--- src/rtl/cache_miss_ctrl.sv ---
// Miss/refill controller for the 8-way set-associative data cache: optional dirty
// writeback, in-order line refill, tag commit and LRU update. Macro: CACHE_WRITEBACK_EN.
module cache_miss_ctrl #(
  parameter  int ADDR_W     = 32,
  parameter  int INDEX_W    = 7,
  parameter  int LINE_WORDS = 4,
  localparam int WOFF_W     = $clog2(LINE_WORDS),
  localparam int TAG_W      = ADDR_W - INDEX_W - WOFF_W - 2
) (
  input  logic              clk,
  input  logic              rst,
  input  logic              lookup_valid,
  input  logic              lookup_hit,
  input  logic [2:0]        hit_way,
  input  logic [ADDR_W-1:0] lookup_addr,
  input  logic              victim_dirty,
  input  logic [TAG_W-1:0]  victim_tag,
  output logic              ready,
  output logic              done,
  input  logic [2:0]        lru_replace,
  output logic              lru_enable,
  output logic [2:0]        lru_path,
  output logic [2:0]        arr_way,
  output logic [WOFF_W-1:0] arr_word,
  input  logic [31:0]       arr_rdata,
  output logic              arr_we,
  output logic [31:0]       arr_wdata,
  output logic              tag_we,
  output logic [TAG_W-1:0]  tag_wdata,
  output logic              mem_req,
  output logic              mem_we,
  output logic [ADDR_W-1:0] mem_addr,
  output logic [31:0]       mem_wdata,
  input  logic [31:0]       mem_rdata,
  input  logic              mem_ready
);

`ifdef CACHE_WRITEBACK_EN
  typedef enum logic [2:0] {IDLE, WB, REFILL, COMMIT, DONE} state_e;
`else
  typedef enum logic [2:0] {IDLE, REFILL, COMMIT, DONE} state_e;
`endif

  localparam logic [WOFF_W-1:0] LAST_WORD = WOFF_W'(LINE_WORDS - 1);

  state_e                     state_q, state_d;
  logic [WOFF_W-1:0]          word_q, word_d;
  logic [2:0]                 victim_q;
  logic [TAG_W+INDEX_W-1:0]   tagIdx_q;
  logic                       hitPend_q;
  logic [2:0]                 hitWay_q;
  logic                       missStart;
  logic                       hitStart;
`ifdef CACHE_WRITEBACK_EN
  logic [TAG_W-1:0]           victimTag_q;
`endif

  // Byte-offset bits never reach memory; write-through builds never read victim state.
  logic unusedBits;
`ifdef CACHE_WRITEBACK_EN
  assign unusedBits = ^lookup_addr[WOFF_W+1:0];
`else
  assign unusedBits = ^{lookup_addr[WOFF_W+1:0], victim_dirty, victim_tag, arr_rdata};
`endif

  assign hitStart = (state_q == IDLE) && lookup_valid && lookup_hit;

  always_ff @(posedge clk) begin
    if (rst) begin
      state_q     <= IDLE;
      word_q      <= '0;
      victim_q    <= '0;
      tagIdx_q    <= '0;
      hitPend_q   <= 1'b0;
      hitWay_q    <= '0;
`ifdef CACHE_WRITEBACK_EN
      victimTag_q <= '0;
`endif
    end else begin
      state_q   <= state_d;
      word_q    <= word_d;
      hitPend_q <= hitStart;
      if (hitStart) hitWay_q <= hit_way;
      if (missStart) begin
        victim_q    <= lru_replace;
        tagIdx_q    <= lookup_addr[ADDR_W-1:WOFF_W+2];
`ifdef CACHE_WRITEBACK_EN
        victimTag_q <= victim_tag;
`endif
      end
    end
  end

  // A hit is acknowledged one cycle later while the FSM stays in IDLE, so hit
  // strobes come from hitPend_q and COMMIT/DONE override them.
  always_comb begin
    state_d    = state_q;
    word_d     = word_q;
    missStart  = 1'b0;
    ready      = 1'b0;
    done       = hitPend_q;
    lru_enable = hitPend_q;
    lru_path   = hitPend_q ? hitWay_q : 3'd0;
    arr_way    = 3'd0;
    arr_word   = '0;
    arr_we     = 1'b0;
    arr_wdata  = mem_rdata;
    tag_we     = 1'b0;
    tag_wdata  = tagIdx_q[TAG_W+INDEX_W-1:INDEX_W];
    mem_req    = 1'b0;
    mem_we     = 1'b0;
    mem_addr   = '0;
`ifdef CACHE_WRITEBACK_EN
    mem_wdata  = arr_rdata;
`else
    mem_wdata  = '0;
`endif

    case (state_q)
      IDLE: begin
        ready = 1'b1;
        if (lookup_valid && !lookup_hit) begin
          missStart = 1'b1;
          word_d    = '0;
`ifdef CACHE_WRITEBACK_EN
          state_d   = victim_dirty ? WB : REFILL;
`else
          state_d   = REFILL;
`endif
        end
      end
`ifdef CACHE_WRITEBACK_EN
      WB: begin
        mem_req  = 1'b1;
        mem_we   = 1'b1;
        mem_addr = {victimTag_q, tagIdx_q[INDEX_W-1:0], word_q, 2'b00};
        arr_way  = victim_q;
        arr_word = word_q;
        if (mem_ready) begin
          word_d = word_q + WOFF_W'(1);
          if (word_q == LAST_WORD) state_d = REFILL;
        end
      end
`endif
      REFILL: begin
        mem_req  = 1'b1;
        mem_addr = {tagIdx_q, word_q, 2'b00};
        arr_way  = victim_q;
        arr_word = word_q;
        if (mem_ready) begin
          arr_we = 1'b1;
          word_d = word_q + WOFF_W'(1);
          if (word_q == LAST_WORD) state_d = COMMIT;
        end
      end
      COMMIT: begin
        tag_we     = 1'b1;
        arr_way    = victim_q;
        lru_enable = 1'b1;
        lru_path   = victim_q;
        state_d    = DONE;
      end
      DONE: begin
        done    = 1'b1;
        state_d = IDLE;
      end
      default: state_d = IDLE;
    endcase
  end

endmodule

--- config.mk ---
export PLATFORM = sky130hd
export DESIGN_NAME = cache_miss_ctrl
export DESIGN_NICKNAME = d
export VERILOG_FILES = /design/src/rtl/cache_miss_ctrl.sv
export SDC_FILE = /design/constraint.sdc
export NUM_CORES = 1
export LEC_CHECK = 0
export CAP_MARGIN = 20
export CORE_AREA = 2 2 100 102
export CTS_BUF_LIST = sky130_fd_sc_hd__clkbuf_8
export DETAILED_ROUTE_END_ITERATION = 6
export DIE_AREA = 0 0 102 104
export PLACE_DENSITY_LB_ADDON = 0.12
export SLEW_MARGIN = 20
export SYNTH_ARGS = -nofsm -noshare
export SYNTH_HDL_FRONTEND = slang
export SYNTH_SLANG_ARGS = --single-unit
--- constraint.sdc ---
create_clock -name clk -period 1.6 [get_ports clk]
set_clock_uncertainty 0.1 [all_clocks]
set_input_delay 0.24 -clock clk [delete_from_list [all_inputs] [get_ports clk]]
set_output_delay 0.24 -clock clk [all_outputs]
set_load 0.03 [all_outputs]
# == After elaboration in Yosys (flattened, before gate mapping) ==
# Index checks and enable logic that the tools add are counted.
# Widths: inputs -> output; s select.
# totals
ff_bits,40
in_bits,129
wordCells,44
# classes
addsub,1
eq_ne,7
mux,21
n_reduce_logical,9
# ops
operator,n
$mux 32,1
$mux 3,6
$mux 1,9
$pmux 3 s3,1
$eq 3x2->1 const B,2
$mux 2,3
$reduce_and 3->1,2
$ne 2x2->1 const B,2
$pmux 2 s2,1
$eq 3x1->1 const B,1
$logic_and 1x1->1,3
$logic_not 3->1,1
$add 2x1->2 const B,1
$eq 2x2->1 const B,1
$ne 2x1->1 const B,1
$reduce_bool 2->1,1
$reduce_or 2->1,1
$logic_not 1->1,1

# == Longest topological paths before layout ==
# depth
depth_word,4
mapped_depth,7
depth_no_buf,5

# == Worst setup path after synthesis ==
# Ideal clock, no wire load.
# synth_timing
path_kind,reg-to-output
startpoint,register state_q[1]
endpoint,output port mem_addr[2]
t_arrival_ps,1697
required_ps,1260
setup_slack_ps,-437
path_stages_with_launch,6
path_buffers,2
cell_sequence,dfxtp_1 inv_1 ha_1 clkbuf_1 and2_1 buf_4
# synth_between
elab_chain_cells,2
# synth_rtl
item,line,text
"start, declared",46,"state_e state_q, state_d;"
"start signal, assigned",80,state_q <= state_d;
$eq 3x1->1,119,case (state_q)
$mux 32,119,
"end, declared",32,"output logic [ADDR_W-1:0] mem_addr,"
# No other way between the ends.

# == Worst setup path after layout ==
# layout_timing
startpoint,register state_q[0]
endpoint,output port mem_addr[17]
# Same word-level chain as after synthesis.

==> run summary <==
Post-layout nets -> 519
adder and majority gate portion of the synthesized area -> 3.50%
Clock transition at path regs -> 0.08 ns
Synth top cells by count -> 93 x buf_4, 70 x nand2_1, 39 x dfxtp_1, 35 x and2_1, 32 x a21oi_1
worst hold path type -> primary input to flip-flop
Cells after Synth -> 325
global route total overflow -> 0
DRT Pass-1 Iters -> 4
placed cell count -> 503
RSZ-0062 raised after global routing -> true
Arr. time, crit path -> 1.38 ns
final setup fails -> 41
Final Hold Fails -> 0
first-pass GRT wire length -> 9.25 mm
Synth Register Bits -> 39
Setup WS post-layout -> -0.116 ns
pin count of the biggest net entering global routing -> 19
clk root buf -> clkbuf_8
EDFF count, synth -> 0
synth warn -> 0
Avg Cell Area, Syn -> 7.69 sq um
Vias/cell -> 3.93
Compound-Gate Fraction of Synth Area -> 8.51%
DIE WIDTH -> 102 um
Antenna Cells -> 0
GRT Overall Usage -> 11.2%
Initial Utilization -> 26.2%
max-cap viol count -> 0
clk_lat worst skew -> 0.29 ns
share of cells above drive strength 1 -> 28.9%
H-tree Lvls -> 2
CTS tree -> yes
DR WL/cell -> 12.1 um
multiplexer area fraction after synthesis -> 2.05%
DR DRC count -> 0
antenna-violating nets left -> 0
worst endpoint required time -> 1.26 ns
Achievable Freq -> 583 MHz
endpoint type of the worst setup path -> primary output
power per cell area -> 1070 nW/um^2
buffer depth of the longest clock path -> 2
vias in the first global route -> 1844
site row count -> 36
Synth Area in Simple Gates -> 24.0%
main combinational cell family by area after synthesis -> buffers and inverters
CP Launch Type -> flip-flop
Sink Count -> 39
DR iter-0 viols -> 42
die area -> 10600 sq um
failing checks -> setup timing
fin cells -> 517
IO buf count -> 103
Seq/Total Area, Yosys -> 31.2%
Slew Viols, Final -> 0
drt total wl -> 6.24 mm
hpwl dp -> 4.46 mm
top cell type's share of synthesized area -> 31.2%
initial antenna violation count -> 0
Pwr Total -> 3750 uW
post-layout util -> 36.7%
ys flop type -> dfxtp_1
core area -> 9550 sq um
Synth Cell Area -> 2500 sq um
crit path kind -> flip-flop to primary output
placer congestion estimate -> 0.678
area grow syn2layout -> 40.3%
CP max FO -> 15
final worst-path cycle share -> 107%
status -> complete, but fails checks
Num CTS Buffers -> 5
top cells by area, synth -> dfxtp_1 31%, buf_4 28%, nand2_1 11%, and2_1 8.8%, a21oi_1 6.4%
die height -> 104 um
maximum VDD drop -> 0.484 mV
Pleak -> 0.00158 uW
Synth area leader -> dfxtp_1
XOR/XNOR Fraction of Synth Area -> 0%
# hold bufs at CTS -> 0
most common cell in the synthesized netlist -> buf_4
Via Count -> 2034
Ports -> 261
asr flop ratio synth -> 0%
Yosys cell types -> 26
Final min period -> 1.72 ns
-- kinds of logic (layout without fill, tap and decap cells) --
kind of cell	Yosys count	count (layout)
buffers and inverters	108	133
DFF	39	39
AOI/OAI and AO/OA	39	39
and+or+nand+nor	126	126
other	1	35
adders and majority gates	7	7
muxes	5	5
-- layer usage --
metal	up-vias	track usage [%]	wire, um
li1	1011	-	-
met1	931	13.2	2630
met2	84	19.7	3110
met3	8	2.55	430
met4	0	3.71	69
met5	-	0	0
-- area by class of cell --
| cell class | instances | area [sq um] |
|---|---|---|
| fillers | 1048 | 6040 |
| repair buffers | 122 | 1250 |
| multi-input cells | 212 | 1210 |
| flip-flops and latches | 39 | 786 |
| well taps | 133 | 166 |
| clock buffers | 5 | 68.8 |
| inverters | 3 | 16.3 |
| clock inverters | 3 | 12.5 |
-- stage by stage --
step	hold slack [ns]	TNS, ns	area (sq um)	setup slack (ns)
after floorplan	0.276	0	2670	0.00670
after global placement	0.338	-0.407	3100	-0.146
after detailed placement	0.344	-0.382	3100	-0.153
after CTS	0.239	-4.17	3470	-0.123
after global routing	0.250	-5.62	3510	-0.157
final	0.232	-3.59	3510	-0.116
-- report_power, final --
group / switching [uW] / internal [uW]
Sequential: 92.5 / 1100
Clock: 339 / 293
Combinational: 1080 / 848
-- sequential cells by signal (all words and copies together) (netlist names) --
name	count
victim_q	3
state_q	2
word_q	2
tagIdx_q	28
hitWay_q	3
hitPend_q	1
-- repair_timing --
| action | 4_1_cts | 5_1_grt |
|---|---|---|
| setup endpoints to repair | 64 | 75 |
| hold endpoints to repair | 0 | 0 |
| gates resized for setup | 100 | 18 |
| pin swaps | 5 | 8 |
| buffers inserted | 6 | 0 |
-- final timing paths --
| check | end | start | cells past startpoint | slack, ns |
|---|---|---|---|---|
| worst max register to register | word_q[1]$_SDFFE_PP0P_ | state_q[0]$_SDFFE_PP0P_ | 7 | 0.04 |
| worst min register to register | tagIdx_q[5]$_SDFFE_PP0P_ | tagIdx_q[5]$_SDFFE_PP0P_ | 2 | 0.35 |
| worst min-delay path | tagIdx_q[21]$_SDFFE_PP0P_ | rst | 2 | 0.23 |
| worst max-delay path | mem_addr[17] | state_q[0]$_SDFFE_PP0P_ | 5 | -0.12 |
-- worst max-delay path, cell delays in order, from the launching register on --
cell,delay (ns)
dfxtp_2,0.34
buf_6,0.12
ha_4,0.17
buf_12,0.15
and2_1,0.16
buf_6,0.13
-- layout by cell type (no fill, tap or decap), types with 2 or more instances in the layout --
master,netlist,layout
nor2_1,8,8
or2_1,2,2
ha_2,0,3
o21ai_2,0,2
ha_1,7,2
clkbuf_8,0,5
buf_4,93,11
clkdlybuf4s50_1,0,37
nand2b_1,4,4
buf_6,0,47
dlygate4sd2_1,0,21
conb_1,1,35
inv_1,3,3
nand2_1,70,69
mux2i_1,4,4
a21oi_1,32,32
buf_2,7,2
ha_4,0,2
and2_1,35,9
buf_12,0,3
dfxtp_1,39,37
and2_4,0,26
nand3b_1,2,2
(Power assumes the default switching activity.)
